[src/rtl/shift_pkg.sv]
// Shared types for the shift_reg_n serial shifter.
package shift_pkg;

  typedef enum logic {
    IDLE  = 1'b0,
    SHIFT = 1'b1
  } shift_state_t;

endpackage

[src/rtl/bit_counter.sv]
// Down-counter tracking bits remaining in the current word; o_last flags cnt == 1.
module bit_counter #(
  parameter int WIDTH = 16
) (
  input  logic Clk,
  input  logic Reset_n,
  input  logic i_clear,
  input  logic i_load,
  input  logic i_dec,
  output logic o_last
);

  localparam int CW = $clog2(WIDTH + 1);

  logic [CW-1:0] r_cnt;

  // Clear wins over load, load wins over decrement.
  always_ff @(posedge Clk or negedge Reset_n) begin
    if (!Reset_n) begin
      r_cnt <= '0;
    end else if (i_clear) begin
      r_cnt <= '0;
    end else if (i_load) begin
      r_cnt <= CW'(WIDTH);
    end else if (i_dec && (r_cnt != '0)) begin
      r_cnt <= r_cnt - CW'(1);
    end
  end

  assign o_last = (r_cnt == CW'(1));

endmodule

[src/rtl/shift_reg_n.sv]
// Full-duplex parallel-load shift register: transmits D serially while assembling
// the received word from Serial_In; supports gapless back-to-back words.
module shift_reg_n
  import shift_pkg::*;
#(
  parameter int WIDTH     = 16,
  parameter bit MSB_FIRST = 1'b1
) (
  input  logic             Clk,
  input  logic             Reset_n,
  input  logic             Clear,
  input  logic             Load_Valid,
  output logic             Load_Ready,
  input  logic [WIDTH-1:0] D,
  input  logic             Shift_En,
  input  logic             Serial_In,
  output logic             Shift_Out,
  output logic [WIDTH-1:0] Data_Out,
  output logic             Rx_Valid,
  output logic             Busy,
  output logic             Underrun,
  output shift_state_t     Dbg_State
);

  // Handshake: a word transfers on an edge where Load_Valid && Load_Ready.
  // Load_Ready is high in IDLE, and on the final-bit strobe cycle in SHIFT
  // (combinational from Shift_En) so the next word streams with no gap.

  shift_state_t     r_state;
  shift_state_t     w_next_state;
  logic [WIDTH-1:0] r_sr;
  logic [WIDTH-1:0] w_shifted;
  logic             w_last;
  logic             w_shift;
  logic             w_final;
  logic             w_load;
  logic             w_dec;

  assign w_shift    = (r_state == SHIFT) && Shift_En;
  assign w_final    = w_shift && w_last;
  assign Load_Ready = (r_state == IDLE) || w_final;
  assign w_load     = Load_Valid && Load_Ready && !Clear;
  assign w_dec      = w_shift && !w_load && !Clear;

  assign Busy       = (r_state == SHIFT);
  assign Dbg_State  = r_state;

  always_comb begin
    w_shifted = r_sr;
    if (MSB_FIRST) begin
      w_shifted = {r_sr[WIDTH-2:0], Serial_In};
    end else begin
      w_shifted = {Serial_In, r_sr[WIDTH-1:1]};
    end
  end

  always_comb begin
    Shift_Out = 1'b0;
    if (r_state == SHIFT) begin
      Shift_Out = MSB_FIRST ? r_sr[WIDTH-1] : r_sr[0];
    end
  end

  bit_counter #(
    .WIDTH(WIDTH)
  ) u_bit_counter (
    .Clk    (Clk),
    .Reset_n(Reset_n),
    .i_clear(Clear),
    .i_load (w_load),
    .i_dec  (w_dec),
    .o_last (w_last)
  );

  always_ff @(posedge Clk or negedge Reset_n) begin
    if (!Reset_n) begin
      r_state <= IDLE;
    end else begin
      r_state <= w_next_state;
    end
  end

  always_comb begin
    w_next_state = r_state;
    if (Clear) begin
      w_next_state = IDLE;
    end else begin
      case (r_state)
        IDLE:    if (Load_Valid) w_next_state = SHIFT;
        SHIFT:   if (w_final && !Load_Valid) w_next_state = IDLE;
        default: w_next_state = IDLE;
      endcase
    end
  end

  // A load on the final-bit cycle overrides the shift of sr; the received
  // word is still captured from the shifted value.
  always_ff @(posedge Clk or negedge Reset_n) begin
    if (!Reset_n) begin
      r_sr     <= '0;
      Data_Out <= '0;
      Rx_Valid <= 1'b0;
      Underrun <= 1'b0;
    end else begin
      Rx_Valid <= w_final && !Clear;
      Underrun <= (r_state == IDLE) && Shift_En && !Clear;
      if (!Clear) begin
        if (w_final) begin
          Data_Out <= w_shifted;
        end
        if (w_load) begin
          r_sr <= D;
        end else if (w_shift) begin
          r_sr <= w_shifted;
        end
      end
    end
  end

endmodule

[config.mk]
export PLATFORM = sky130hd
export DESIGN_NAME = shift_reg_n
export DESIGN_NICKNAME = d
export VERILOG_FILES = /design/src/rtl/shift_pkg.sv /design/src/rtl/bit_counter.sv /design/src/rtl/shift_reg_n.sv
export SDC_FILE = /design/constraint.sdc
export NUM_CORES = 1
export LEC_CHECK = 0
export ABC_AREA = 1
export CAP_MARGIN = 20
export CORE_ASPECT_RATIO = 1.4
export CORE_MARGIN = 2
export CORE_UTILIZATION = 56
export CTS_CLUSTER_DIAMETER = 30
export DETAILED_ROUTE_END_ITERATION = 8
export DONT_BUFFER_PORTS = 1
export GPL_TIMING_DRIVEN = 0
export HOLD_SLACK_MARGIN = 0.12
export PLACE_DENSITY = 0.84
export SLEW_MARGIN = 20
export SYNTH_ARGS = -nofsm -noshare
export SYNTH_HDL_FRONTEND = slang
export SYNTH_HIERARCHICAL = 1
export SYNTH_SLANG_ARGS = --single-unit
[constraint.sdc]
create_clock -name Clk -period 1.8 [get_ports Clk]
set_input_delay 0.36 -clock Clk [delete_from_list [all_inputs] [get_ports Clk]]
set_output_delay 0.36 -clock Clk [all_outputs]
set_load 0.05 [all_outputs]
# ---- Yosys cells after proc, flatten, opt, wreduce, memory -nomap -nowiden
# Cells that the tools add are included.
dict set report op_classes {
  bitwise 2
  muxes 10
  n_eq_ne 1
  n_reduce_logical 20
  add_sub_neg 1
}
# operator n
set ops {}
lappend ops {{$mux 16} 2}
lappend ops {{$mux 5} 3}
lappend ops {{$logic_and 1x1->1} 11}
lappend ops {{$eq 5x1->1 const B} 1}
lappend ops {{$reduce_bool 5->1} 1}
lappend ops {{$sub 5x1->5 const B} 1}
lappend ops {{$mux 1} 4}
lappend ops {{$reduce_and 2->1} 2}
lappend ops {{$logic_not 1->1} 3}
lappend ops {{$reduce_bool 3->1} 1}
lappend ops {{$not 1->1} 2}
lappend ops {{$pmux 1 s2} 1}
lappend ops {{$reduce_bool 2->1} 1}
lappend ops {{$logic_or 1x1->1} 1}
dict set report totals {
  regBits 40
}

# ---- Depth between registers and ports, before layout
# Gate-level depths: netlist of the first run.
dict set report logic_depth {
  word_depth 12
  depth_mapped 15
  mapped_depth_nobuf 14
}

# ---- Modules after synthesis
# Netlist of the first run, hierarchy kept.
# module area_per_inst_um2 cells_each n_inst seq_area_each_um2
set modules_own_cells {}
lappend modules_own_cells {shift_reg_n 1532.7 173 1 875.8}
lappend modules_own_cells {bit_counter 345.3 46 1 125.1}

# ---- Least setup slack after synthesis of the first run
# Ideal clock, no wire load.
dict set report synth_timing {
  path_type {reg2reg}
  startpoint {register r_state, in the netlist Busy}
  endpoint {register u_bit_counter.r_cnt[2]}
  required_time_ns 1.682
  setup_time_ns 0.118
  arrival_ns 1.734
  path_stages_with_launch 11
  path_buffers 1
  setup_slack_ns -0.051
  path_cell_list {dfrtp_1 > nand2_2 > nand2_2 > buf_2 > inv_1 > nor2_1 > nand2_2 > nand2_4 > inv_6 > nand2_1 > o21ai_2}
}
dict set report synth_via {
  elab_chain_len 10
  elab_cells_between_ends 13
  classes_between {mux (2); bitwise (1); reduce/logical (10)}
}
# element line_no
set synth_lines {}
lappend synth_lines {{from (decl)} shift_reg_n.sv:29} ;# shift_state_t r_state;
lappend synth_lines {{from (signal assigned)} shift_reg_n.sv:79} ;# r_state <= w_next_state;
lappend synth_lines {{$logic_and 1x1->1} shift_reg_n.sv:39} ;# assign w_shift = (r_state == SHIFT) && Shift_En;
lappend synth_lines {{$logic_and 1x1->1} shift_reg_n.sv:40} ;# assign w_final = w_shift && w_last;
lappend synth_lines {{$logic_or 1x1->1 *} shift_reg_n.sv:41} ;# assign Load_Ready = (r_state == IDLE) || w_final;
lappend synth_lines {{$logic_and 1x1->1 * (2 in a row)} shift_reg_n.sv:42} ;# assign w_load = Load_Valid && Load_Ready && !Clear;
lappend synth_lines {{net w_load} shift_reg_n.sv:36} ;# logic w_load;
lappend synth_lines {{$logic_not 1->1 *} shift_reg_n.sv:43} ;# assign w_dec = w_shift && !w_load && !Clear;
lappend synth_lines {{$logic_and 1x1->1 * (2 in a row)} shift_reg_n.sv:43}
lappend synth_lines {{net w_dec} shift_reg_n.sv:37} ;# logic w_dec;
lappend synth_lines {{$logic_and 1x1->1 *} bit_counter.sv:25} ;# end else if (i_dec && (r_cnt != '0)) begin
lappend synth_lines {{$reduce_bool 3->1 (no line) *} n/a}
lappend synth_lines {{to (signal assigned)} bit_counter.sv:24} ;# r_cnt <= CW'(WIDTH);
lappend synth_lines {{to (signal assigned)} bit_counter.sv:26} ;# r_cnt <= r_cnt - CW'(1);
lappend synth_lines {{to (decl)} bit_counter.sv:15} ;# logic [CW-1:0] r_cnt;
# The timed path passes the listed nets; every way through them passes the cells marked *.
# A chain may end at the register's enable or synchronous reset.

# ---- Worst setup path after layout of the first run
dict set report layout_timing {
  startpoint {register u_bit_counter.r_cnt[3]}
  endpoint {output port Load_Ready}
}
dict set report layout_via {
  elab_chain_len 3
}
# element line_no
set layout_lines {}
lappend layout_lines {{$eq 5x1->1} bit_counter.sv:30} ;# assign o_last = (r_cnt == CW'(1));
lappend layout_lines {{net w_last} shift_reg_n.sv:33} ;# logic w_last;
lappend layout_lines {{$logic_and 1x1->1} shift_reg_n.sv:40}
lappend layout_lines {{$logic_or 1x1->1} shift_reg_n.sv:41}
lappend layout_lines {{to (decl)} shift_reg_n.sv:13} ;# output logic Load_Ready,
# The timed path passes the listed nets, and every way through them passes these cells.

==> reports/summary.txt, run 1 <==
Worst path slowest cell: dfrtp_1
Final min period: 1760 ps
P&R area growth vs syn: 21.5%
Final Hold Fails: 0
Max Slew Vio Count: 0
Antenna viol nets, final: 0
# clock sinks: 40
Largest net degree at the start of global routing: 41
Clk pin slew, worst setup/hold paths: 80 ps
CTS HTree Levels: 2
Critical path depth in cells: 6
Max-slew headroom: 0.672
Synth Area in Simple Gates: 0.376
Cell count after placement: 258
Syn Inst Count: 219
GP Congestion: 0.788
Buffers from clock root to sink, at most: 2
Critical register-to-register path startpoint: u_bit_counter/r_cnt[0]$_DFFE_PN0P_
DP Area: 0.00193 mm²
Post-route worst hold slack: 175 ps
Compound-Gate Fraction of Synth Area: 0.0147
Synth top area share: 0.533
Largest cells by area after synthesis: dfrtp_1 53%, nand3_1 19%, nand2_1 13%
Ys Warns: 6
FF+latch area: 0.00100 mm²
Drt wl/cell: 16.8 µm
Antenna fix cells: 0
Largest family of logic cells by synthesized area: simple AND/OR/NAND/NOR gates
Adder-cell share of the synthesized area: 0.0133
Die Y-Extent: 72.5 µm
Overflow after GRT: 0
HPWL Detailed: 2910 µm
Portion of netlist area occupied by mux cells: 0
WHS Endpoint: Data_Out[0]$_DFFE_PN0P_
Design area: 0.00228 mm²
Register bit total from synthesis: 40
Vias per inst: 5.79
Outcome: finished, final reports clean
Core box area: 0.00315 mm²
Slew at the pin closest to its max-slew limit: 492 ps
CP required: 1440 ps
Initial DRC Count: 99
Pleak: 1.18 nW
Setup TNS: 0 ps
Hold Crit Class: input port to flop
Synth unique cells: 23
Final worst-path cycle share: 0.978
CP Max Fanout: 5
Crit Reg-Reg Endpoint: u_bit_counter/r_cnt[1]$_DFFE_PN0P_
Pwr/cell area: 1350 mW/mm²
FMAX: 568 MHz
Clock root cell: clkbuf_8
Final-report setup violation count: 0
Initial antenna violation count: 0
1st-pass router iterations: 4
Sequential fraction of the synthesis area: 0.533
Skew-Pair Late Insertion Delay: 290 ps
Synth Cell Area: 0.00188 mm²
CP endpoint kind: output port
CP top delay family: simple AND/OR/NAND/NOR gates
Gr usage total: 0.267
R2R Setup Slk: 60 ps
Share of cells above drive strength 1: 0.213
DRC: 0
Post-layout util: 0.723
Worst IR drop on VDD: 0.000927 V
Commonest non-fill, non-tap cell in the layout: nand3_1
Hold path startpoint: Serial_In
First-pass GRT wire length: 7410 µm
CTS tree: done
Worst EP arrival: 1400 ps
Max cap viols: 0
Rows: 24
Vias in the first global route: 1,596
Crit Path Category: flop to output port
Cells on worst reg2reg path: 12
Starting Density: 0.596
Vias after detailed routing: 1,638
Avg Synthesized Cell Area: 8.58 µm²
Final net count: 267
WL final: 4760 µm
Ports: 44
Non-Filler Instances: 283
Die Width: 52.9 µm
DIE AREA: 0.00384 mm²
Clock Skews: 4.82 ps
Most frequent cells in the layout: 70 x nand3_1, 61 x nand2_1, 39 x dfrtp_1
Fill cell count: 254
Multi-input logic area: 813 µm²
Critical path startpoint category: flop
Synth Net Count: 243
Critical path cell sequence: nor2_4 > nand2_4 > nor2_4 > nand2_2 > nand2_4 > buf_12
Hold path cells: 2
XOR/XNOR share of the synthesized area: 0.00466
Area leader, netlist: dfrtp_1
Critical path's largest stage delay: 450 ps
CTS Buf Count: 5
Port bufs: 0
Bufs and invs on worst path: 1
## area by class of cell
cell class,count,share of cell area
clock buffers,6,0.0318
inverters,11,0.0208
flip-flops and latches,40,0.440
multi-input cells,158,0.357
clock inverters,2,0.0154
well taps,39,0.0214
repair buffers,17,0.0757
plain buffers,10,0.0378
## stage by stage
stage          power (mW)  worst slack, ps
2_1_floorplan        2.07             18.3
3_3_place_gp         2.16             -191
3_5_place_dp         2.20             -207
4_1_cts              3.01             1.96
5_1_grt              3.24            -29.1
6_report             3.08             40.4
## logic make-up (layout without fill, tap and decap cells)
| logic type | count (synthesis) | after routing |
|---|---|---|
| buffers and inverters | 21 | 46 |
| XOR/XNOR | 1 | 1 |
| adder cells (fa/ha/maj) | 2 | 2 |
| AO/OA/AOI/OAI | 4 | 4 |
| AND/OR/NAND/NOR | 151 | 151 |
| flip-flops | 40 | 40 |
## synthesized netlist by cell type
master / n
nand2_4: 2
nor2_4: 1
nor2_2: 2
nand3_1: 70
nor3_1: 1
o21ai_1: 1
xor2_1: 1
ha_1: 2
inv_1: 9
nor3b_1: 1
dfrtp_1: 40
clkinv_2: 1
buf_2: 7
buf_6: 1
a21oi_1: 1
o21ai_2: 2
nand2_1: 63
inv_6: 1
nand3b_1: 1
nor2_1: 5
nand3_2: 1
buf_4: 2
nand2_2: 4
## timing repair
item	in CTS	in global routing
setup buffers	5	7
pin swaps	2	4
hold buffers	3	1
setup endpoints to repair	14	6
hold endpoints to repair	41	1
gates resized for setup	14	5
cloned	1	0
## registers in the layout (all words and copies together), names as in the netlist
| register | cells |
|---|---|
| Busy | 1 |
| Data_Out | 16 |
| Rx_Valid | 1 |
| Underrun | 1 |
| r_sr | 16 |
| u_bit_counter/r_cnt | 5 |
## power breakdown
group / switching, mW / internal, mW / leakage, nW
clock network: 0.309 / 0.411 / 0.0552
logic: 0.341 / 0.276 / 0.600
registers: 0.625 / 1.11 / 0.520
## worst max-delay path by stage
stage                                          to                          startpoint  slack (ps)
6_report                               Load_Ready  u_bit_counter/r_cnt[3]$_DFFE_PN0P_          40
5_1_grt        u_bit_counter/r_cnt[0]$_DFFE_PN0P_  u_bit_counter/r_cnt[0]$_DFFE_PN0P_         -30
4_1_cts                                Load_Ready  u_bit_counter/r_cnt[1]$_DFFE_PN0P_           2
3_5_place_dp   u_bit_counter/r_cnt[2]$_DFFE_PN0P_  u_bit_counter/r_cnt[1]$_DFFE_PN0P_        -210
3_3_place_gp   u_bit_counter/r_cnt[2]$_DFFE_PN0P_  u_bit_counter/r_cnt[1]$_DFFE_PN0P_        -190
2_1_floorplan  u_bit_counter/r_cnt[2]$_DFFE_PN0P_  u_bit_counter/r_cnt[1]$_DFFE_PN0P_          20
## metal layers
metal / part of all wire / GRT usage / up-vias
li1: - / - / 770
met1: 0.37 / 0.314 / 780
met2: 0.52 / 0.453 / 78
met3: 0.083 / 0.0844 / 10
met4: 0.021 / 0.0912 / 0
met5: 0 / 0 / -
No activity file was read; power rests on OpenSTA's default activity.
==> inputs of run 2 (changes only) <==
Settings changed: SLEW_MARGIN 20 to not set.
==> results of run 2 <==
Final layout, timing and power as in run 1 (identical DEF).
